### src/rtl/fetch_stage.sv
// Instruction-fetch front end: PC generation, synchronous ROM drive, one-entry skid buffer toward decode.
// Latency: two edges from ROM issue to output register; stall holds the output and suppresses issue.
module fetch_stage #(
    parameter logic [31:0] RESET_PC = 32'h00000000
) (
    input  logic        clock,
    input  logic        reset,
    input  logic        stall,
    input  logic        branch_flag,
    input  logic [31:0] branch_target,
    output logic        rom_enable,
    output logic [31:0] rom_address,
    input  logic [31:0] rom_data,
    output logic        instruction_valid,
    output logic [31:0] instruction_pc,
    output logic [31:0] instruction
);

    logic        running_q, running_d;
    logic [31:0] fetch_pc_q, fetch_pc_d;
    logic        issued_valid_q, issued_valid_d;
    logic [31:0] issued_pc_q, issued_pc_d;
    logic        skid_valid_q, skid_valid_d;
    logic [31:0] skid_pc_q, skid_pc_d;
    logic [31:0] skid_data_q, skid_data_d;
    logic        out_valid_q, out_valid_d;
    logic [31:0] out_pc_q, out_pc_d;
    logic [31:0] out_data_q, out_data_d;
    logic        redirect;

    // A redirect is only honoured once decode actually accepts the branch.
    assign redirect    = running_q & branch_flag & ~stall;
    assign rom_enable  = running_q & ~stall;
    assign rom_address = redirect ? {branch_target[31:2], 2'b00} : fetch_pc_q;

    assign instruction_valid = out_valid_q;
    assign instruction_pc    = out_pc_q;
    assign instruction       = out_data_q;

    always_comb begin
        running_d      = 1'b1;
        fetch_pc_d     = fetch_pc_q;
        issued_valid_d = rom_enable;
        issued_pc_d    = issued_pc_q;
        skid_valid_d   = skid_valid_q;
        skid_pc_d      = skid_pc_q;
        skid_data_d    = skid_data_q;
        out_valid_d    = out_valid_q;
        out_pc_d       = out_pc_q;
        out_data_d     = out_data_q;

        if (rom_enable) begin
            issued_pc_d = rom_address;
            fetch_pc_d  = rom_address + 32'd4;
        end

        if (!stall) begin
            // Skid and in-flight never coexist here: the skid only fills while stalled,
            // and a stalled cycle issues nothing.
            if (skid_valid_q) begin
                out_valid_d  = 1'b1;
                out_pc_d     = skid_pc_q;
                out_data_d   = skid_data_q;
                skid_valid_d = 1'b0;
            end else if (issued_valid_q) begin
                out_valid_d = 1'b1;
                out_pc_d    = issued_pc_q;
                out_data_d  = rom_data;
            end else begin
                out_valid_d = 1'b0;
            end
        end else if (issued_valid_q) begin
            skid_valid_d = 1'b1;
            skid_pc_d    = issued_pc_q;
            skid_data_d  = rom_data;
        end
    end

    always_ff @(posedge clock or negedge reset) begin
        if (!reset) begin
            running_q      <= 1'b0;
            fetch_pc_q     <= RESET_PC;
            issued_valid_q <= 1'b0;
            issued_pc_q    <= 32'h0;
            skid_valid_q   <= 1'b0;
            skid_pc_q      <= 32'h0;
            skid_data_q    <= 32'h0;
            out_valid_q    <= 1'b0;
            out_pc_q       <= 32'h0;
            out_data_q     <= 32'h0;
        end else begin
            running_q      <= running_d;
            fetch_pc_q     <= fetch_pc_d;
            issued_valid_q <= issued_valid_d;
            issued_pc_q    <= issued_pc_d;
            skid_valid_q   <= skid_valid_d;
            skid_pc_q      <= skid_pc_d;
            skid_data_q    <= skid_data_d;
            out_valid_q    <= out_valid_d;
            out_pc_q       <= out_pc_d;
            out_data_q     <= out_data_d;
        end
    end

endmodule

### config.mk
export PLATFORM = sky130hd
export DESIGN_NAME = fetch_stage
export DESIGN_NICKNAME = d
export VERILOG_FILES = /design/src/rtl/fetch_stage.sv
export SDC_FILE = /design/constraint.sdc
export NUM_CORES = 1
export LEC_CHECK = 0
export ABC_AREA = 1
export BUFFER_PORTS_ARGS = -buffer_cell sky130_fd_sc_hd__buf_2
export CAP_MARGIN = 20
export CORE_AREA = 4 4 182 131
export DETAILED_ROUTE_END_ITERATION = 12
export DIE_AREA = 0 0 186 135
export GPL_TIMING_DRIVEN = 1
export PLACE_DENSITY = 0.6
export SLEW_MARGIN = 10
export SYNTH_ARGS = -nofsm -noshare
export SYNTH_HDL_FRONTEND = slang
export SYNTH_SLANG_ARGS = --single-unit
### constraint.sdc
create_clock -name clock -period 2.2 [get_ports clock]
set_input_delay 0.66 -clock clock [delete_from_list [all_inputs] [get_ports clock]]
set_output_delay 0.66 -clock clock [all_outputs]
set_load 0.05 [all_outputs]
==> results of run 1 <==
-- stage by stage --
step           instances  hold slack, ps
2_1_floorplan       1046           364.4
3_3_place_gp        1529           457.7
3_5_place_dp        1529           465.1
4_1_cts             1572           145.5
5_1_grt             1591           162.0
6_report            1591           155.0
-- layout make-up --
class	count	area, um2	area share, %
multi-input cells	731	3891	32.07
repair buffers	285	2220	18.29
clock buffers	19	442.9	3.651
inverters	62	237.7	1.959
clock inverters	12	123.9	1.021
well taps	288	360.3	2.970
flip-flops and latches	194	4857	40.03
-- placed cells by master, fill, tap and decap left out, types with 3 or more instances in the layout --
cell type   instances
nand2_1           306
dfrtp_1           192
buf_2             130
buf_4             102
nor2_1             92
a31oi_1            65
inv_1              55
o21ai_0            55
nand2_2            37
nand3_1            34
mux2_2             34
nand4_1            24
nand2_4            20
clkbuf_16          19
buf_6              19
buf_8              19
nor2_4             15
nor2_2             14
buf_12             12
o21bai_1            6
inv_2               5
a21oi_1             5
o211ai_1            5
nand3_2             4
clkinvlp_4          3
clkinv_4            3
-- power breakdown --
part           total (uW)  switching (uW)  internal [uW]
clock network        3050            1440           1610
registers            4680             392           4290
logic                4260            2790           1470
total               12000            4620           7380
-- worst max path at each step --
| stage | to | depth (start not counted) |
|---|---|---|
| finish | rom_address[5] | 5 |
| global route | rom_address[30] | 6 |
| CTS | rom_address[16] | 4 |
| detailed placement | fetch_pc_q[22] | 12 |
| global placement | fetch_pc_q[22] | 12 |
| floorplan | rom_address[0] | 4 |
-- state kept, by name, summed over array words and instances (netlist names) --
signal,flops
fetch_pc_q,32
instruction,32
instruction_pc,32
skid_data_q,32
skid_pc_q,32
issued_pc_q,30
instruction_valid,1
issued_valid_q,1
running_q,1
skid_valid_q,1
-- cells by family (layout without fill, tap and decap cells) --
family                     Yosys count  after routing
AOI/OAI and AO/OA                  146            146
adders and majority gates            1              1
buffers and inverters              122            378
DFF                                194            194
muxes                               34             34
other                                1              1
and+or+nand+nor                    548            549
-- per-layer routing --
| layer | vias to the layer above | part of all wire [%] | GRT usage (%) | wire, um |
|---|---|---|---|---|
| met2 | 267 | 43 | 28.49 | 11050 |
| met3 | 23 | 7.3 | 6.058 | 1879 |
| li1 | 3908 | - | - | - |
| met4 | 0 | 1.2 | 4.490 | 310 |
| met1 | 3836 | 49 | 30.73 | 12510 |
| met5 | - | 0 | 0 | 0 |
-- timing repair --
item / 4_1_cts / 5_1_grt
pin swaps: 9 / 26
hold buffers: 0 / 0
resized for setup: 82 / 79
gates cloned: 1 / 2
setup endpoints to repair: 32 / 52
buffers inserted: 12 / 17
==> results.json, run 1 <==
{
  "cp_data_required_time_ps": 1540,
  "fmax_ghz": 0.4175,
  "wl_per_cell_um": 16.18,
  "areaGrowthSynthToFinish_pct": 36.10,
  "grt.total_usage_pct": 20.22,
  "design_area_mm2": 0.01213,
  "max_slew_margin_pct": 48.91,
  "yosysTopAreaCell": "dfrtp_1",
  "start_util_pct": 40.13,
  "setup_viol": 39,
  "avgSynthCellArea_um2": 8.523,
  "cts_sinks": 194,
  "yosysWarnings": 0,
  "timing.rr.end": "fetch_pc_q[22]",
  "slowest_delay_ps": 470,
  "reg2reg_from": "running_q",
  "synth_top_family_by_area": "simple AND/OR/NAND/NOR gates",
  "drc_errors": 0,
  "post-place-ws_ps": -268.9,
  "synth.most_common_cell": "nand2_1",
  "static-leakage-power_uw": 0.005683,
  "muxShareOfSynthArea_pct": 4.295,
  "place.gp.congestion": 0.9302,
  "synth.distinct_cells": 34,
  "drive_gt1_share_pct": 34.84,
  "finalHoldViolations": 0,
  "failed_checks": "negative setup slack",
  "finalWirelength_mm": 25.74,
  "layout_setup_ws_ps": -195.4,
  "synth_cells": 1046,
  "ir_drop_v": 0.0005709,
  "critPathTopFamily": "flip-flops",
  "nNetsFinal": 1360,
  "p_total_uw": 12000,
  "slew_viol_final": 0,
  "portBuffers": 163,
  "slowest_stage": "dfrtp_2",
  "antenna_found_initial": 0,
  "run_status": "complete, but fails checks",
  "cts_tree": "built",
  "ios": 166,
  "setup_tns_ps": -4479,
  "path_cells": "nand3_4 -> buf_6 -> nand2_1 -> nand2_2 -> buf_4",
  "ys_top_cells_by_area": "dfrtp_1 (54%), nand2_1 (14%), a31oi_1 (4.6%)",
  "reg2reg_setup_slack_ps": -30,
  "synth-edff-count": 0,
  "syn_area_mm2": 0.008915,
  "first_global_vias": 7513,
  "synth_compound_area_share_pct": 9.586,
  "netlist_top_cells_count": "nand2_1 (341), dfrtp_1 (194), nor2_1 (105)",
  "synth_fa_ha_area_share_pct": 0.1404,
  "drt_iter0_markers": 545,
  "critPathKind": "flip-flop to output pin",
  "num_vias": 8034,
  "synthSimpleGateAreaFrac_pct": 25.89,
  "grt_setup_unrepaired": "yes",
  "antenna_cells": 0,
  "crit_buf_inv": 2,
  "synth-xor-area-share_pct": 0,
  "synthDominantCellAreaShare_pct": 54.46,
  "routed_via_density": 5.050,
  "synth-seq-area-share_pct": 54.46,
  "power_density_mw_per_mm2": 989.1,
  "async_flop_share_pct": 100.0,
  "clkSlewWorstSetupHoldPaths_ps": 80,
  "fin_skew_ps": 14.26,
  "worstSetupStartpoint": "running_q",
  "synth-main-ff-cell": "dfrtp_1",
  "clk_latency_ps": 440,
  "start_kind": "flip-flop",
  "final_util_pct": 54.61,
  "worstMarginPinSlew_ps": 766.4,
  "grt_pass1_wl_mm": 40.09,
  "drv_cap": 0,
  "fin_crit_sh_pct": 108.9,
  "cts_buffer_depth": 2,
  "die_area_mm2": 0.02511,
  "numCtsBuffers": 17,
  "syn-num-nets": 1115,
  "nFillCells": 2043,
  "dr.pass1.iters": 5,
  "ff2ff_path_depth": 13,
  "min_path_type": "primary input to async pin",
  "crit_fanout": 7,
  "htreeDepth": 4,
  "placed_area_mm2": 0.01076,
  "yosys_register_bits": 194,
  "rows": 46,
  "dieWidth_um": 186,
  "hpwl_mm": 17.40,
  "ant_nets": 0,
  "fp.coreArea_mm2": 0.02222,
  "clock_tree.root_cell": "clkbuf_16",
  "gr-total-overflow": 0,
  "die_y_um": 135,
  "grt_max_degree": 74,
  "finalCriticalPeriod_ps": 2395,
  "end_kind": "output pin",
  "cp.arrival_ps": 1740
}
Note: power is estimated with default switching activity, not from simulation.
==> run 2: changes to the inputs <==
--- a/config.mk
+++ b/config.mk
@@ -8,11 +8,13 @@
 export ABC_AREA = 1
 export BUFFER_PORTS_ARGS = -buffer_cell sky130_fd_sc_hd__buf_2
 export CAP_MARGIN = 20
-export CORE_AREA = 4 4 182 131
+export CELL_PAD_IN_SITES_DETAIL_PLACEMENT = 0
+export CELL_PAD_IN_SITES_GLOBAL_PLACEMENT = 1
+export CORE_AREA = 4 4 191 137
 export DETAILED_ROUTE_END_ITERATION = 12
-export DIE_AREA = 0 0 186 135
+export DIE_AREA = 0 0 195 141
 export GPL_TIMING_DRIVEN = 1
-export PLACE_DENSITY = 0.6
+export PLACE_DENSITY = 0.72
 export SLEW_MARGIN = 10
 export SYNTH_ARGS = -nofsm -noshare
 export SYNTH_HDL_FRONTEND = slang
==> run 2 against run 1 <==
Against the previous run: the run still ends with negative setup slack left; sequential share of layout area decreased by 1.2 points; routed wire length up 2.1%; global-route usage decreased by 1.2 points; flip-flop and latch count stayed put; design area grew 3.0%; power grew 2.0%; sequential power about the same; first-iteration DRC count fell by 25%; count of clock-buffer cells in the layout stayed put; clock skew barely moved; critical path type unchanged.
==> results.json, run 2 (synthesis results as in run 1) <==
{
  "gr-total-overflow": 0,
  "start_kind": "flip-flop",
  "nFillCells": 2337,
  "routed_via_density": 4.861,
  "layout_setup_ws_ps": -141.2,
  "finalWirelength_mm": 26.29,
  "ios": 166,
  "clock_tree.root_cell": "clkbuf_16",
  "grt_max_degree": 76,
  "cts_tree": "built",
  "cp.arrival_ps": 1680,
  "numCtsBuffers": 17,
  "critPathKind": "flip-flop to output pin",
  "antenna_cells": 0,
  "min_path_type": "primary input to async pin",
  "wl_per_cell_um": 15.98,
  "max_slew_margin_pct": 45.72,
  "cp_data_required_time_ps": 1540,
  "rows": 48,
  "ir_drop_v": 0.0006080,
  "end_kind": "output pin",
  "setup_viol": 30,
  "drive_gt1_share_pct": 35.15,
  "clkSlewWorstSetupHoldPaths_ps": 80,
  "fin_skew_ps": 13.89,
  "ant_nets": 0,
  "most-common-layout-cells": "nand2_1 (302), dfrtp_1 (192), buf_2 (127)",
  "crit_fanout": 5,
  "die_area_mm2": 0.02750,
  "run_status": "complete, but fails checks",
  "fp.coreArea_mm2": 0.02438,
  "dp.cells": 1567,
  "layout_commonest_cell": "nand2_1",
  "place.gp.congestion": 0.8645,
  "static-leakage-power_uw": 0.005825,
  "drt_iter0_markers": 410,
  "power_density_mw_per_mm2": 979.9,
  "antenna_found_initial": 0,
  "die_y_um": 141,
  "htreeDepth": 4,
  "failed_checks": "negative setup slack",
  "portBuffers": 163,
  "setup_tns_ps": -2211,
  "worstMarginPinSlew_ps": 814.2,
  "cts_buffer_depth": 2,
  "finalCriticalPeriod_ps": 2341,
  "slowest_stage": "dfrtp_2",
  "slowest_delay_ps": 460,
  "cts_sinks": 194,
  "clk_latency_ps": 430,
  "hpwl_mm": 18.02,
  "slew_viol_final": 0,
  "grt_pass1_wl_mm": 41.94,
  "first_global_vias": 7748,
  "dieWidth_um": 195,
  "fin_crit_sh_pct": 106.4,
  "dr.pass1.iters": 4,
  "path_cells": "nand2_2 -> nor2_4 -> buf_6 -> or2_4 -> o21ai_4 -> inv_2 -> buf_12",
  "final_cells": 1645,
  "grt_setup_unrepaired": "yes",
  "p_total_uw": 12240,
  "start_util_pct": 36.56,
  "drc_errors": 0,
  "finalHoldViolations": 0,
  "fmax_ghz": 0.4271,
  "num_vias": 7996,
  "areaGrowthSynthToFinish_pct": 40.13,
  "nNetsFinal": 1376,
  "drv_cap": 0,
  "grt.total_usage_pct": 19.02
}
run 2: cell count changes in the layout (fill, tap and decap cells not counted), moves of 4 or more:
cell / delta
nand2_1: -4
buf_4: +9
buf_12: +7
buf_8: +5
nor2_2: -10
nor2_1: +9
nand2_2: -5
nand2_4: +9
run 2: critical path, delay by kind of cell (launching register included):
kind / cells / cell delay [ps]
buf+inv: 3 / 330
compound gates: 1 / 70
simple gates: 3 / 390
flops: 1 / 460
run 2: worst paths after layout:
| path | start | endpoint | cells past startpoint | slack (ps) |
|---|---|---|---|---|
| hold reg to reg | skid_pc_q[30] | skid_pc_q[30] | 2 | 480 |
| min in group clock | rom_data[26] | skid_data_q[26] | 2 | 480 |
| max in group asynchronous | reset | fetch_pc_q[22] | 2 | 1430 |
| setup / recovery | running_q | rom_address[31] | 7 | -140 |
| setup reg to reg | running_q | fetch_pc_q[22] | 15 | 80 |
| hold / removal | reset | instruction[14] | 1 | 150 |
run 2: metrics by stage:
| step | setup slack (ps) | utilization, % | cell area [um2] | hold WS, ps |
|---|---|---|---|---|
| after global routing | -203.1 | 51.23 | 12490 | 168.1 |
| after detailed placement | -254.6 | 44.78 | 10920 | 466.0 |
| after floorplan | -28.10 | - | 8995 | 364.4 |
| after CTS | -125.9 | 49.70 | 12120 | 157.7 |
| after global placement | -243.2 | 44.78 | 10920 | 460.8 |
| final | -141.2 | 51.23 | 12490 | 154.2 |
run 2: cell type report:
| cell class | instances | area, um2 | area share (%) |
|---|---|---|---|
| repair buffers | 301 | 2451 | 19.62 |
| inverters | 62 | 242.7 | 1.943 |
| multi-input cells | 731 | 3946 | 31.59 |
| flip-flops and latches | 194 | 4857 | 38.88 |
| well taps | 325 | 406.6 | 3.255 |
| clock buffers | 19 | 432.9 | 3.466 |
| clock inverters | 13 | 155.1 | 1.242 |
run 2: report_power, final:
part / leakage (uW) / switching (uW) / internal [uW]
registers: 0.00237 / 401 / 4290
clock network: 0.000285 / 1450 / 1700
logic: 0.00317 / 2820 / 1580
total: 0.00583 / 4670 / 7570
run 2: timing repair:
action / in CTS / in global routing
setup buffers: 23 / 22
pin swaps: 21 / 33
endpoints found under the setup margin: 33 / 42
resized for setup: 130 / 46
gates cloned: 1 / 1
hold buffers: 0 / 0
run 2: metal layers:
metal | vias up | track usage (%) | wire, um
li1 | 3947 | - | -
met1 | 3850 | 28.37 | 13080
met2 | 181 | 28.15 | 11510
met3 | 18 | 4.945 | 1482
met4 | 0 | 3.856 | 223
met5 | - | 0 | 0
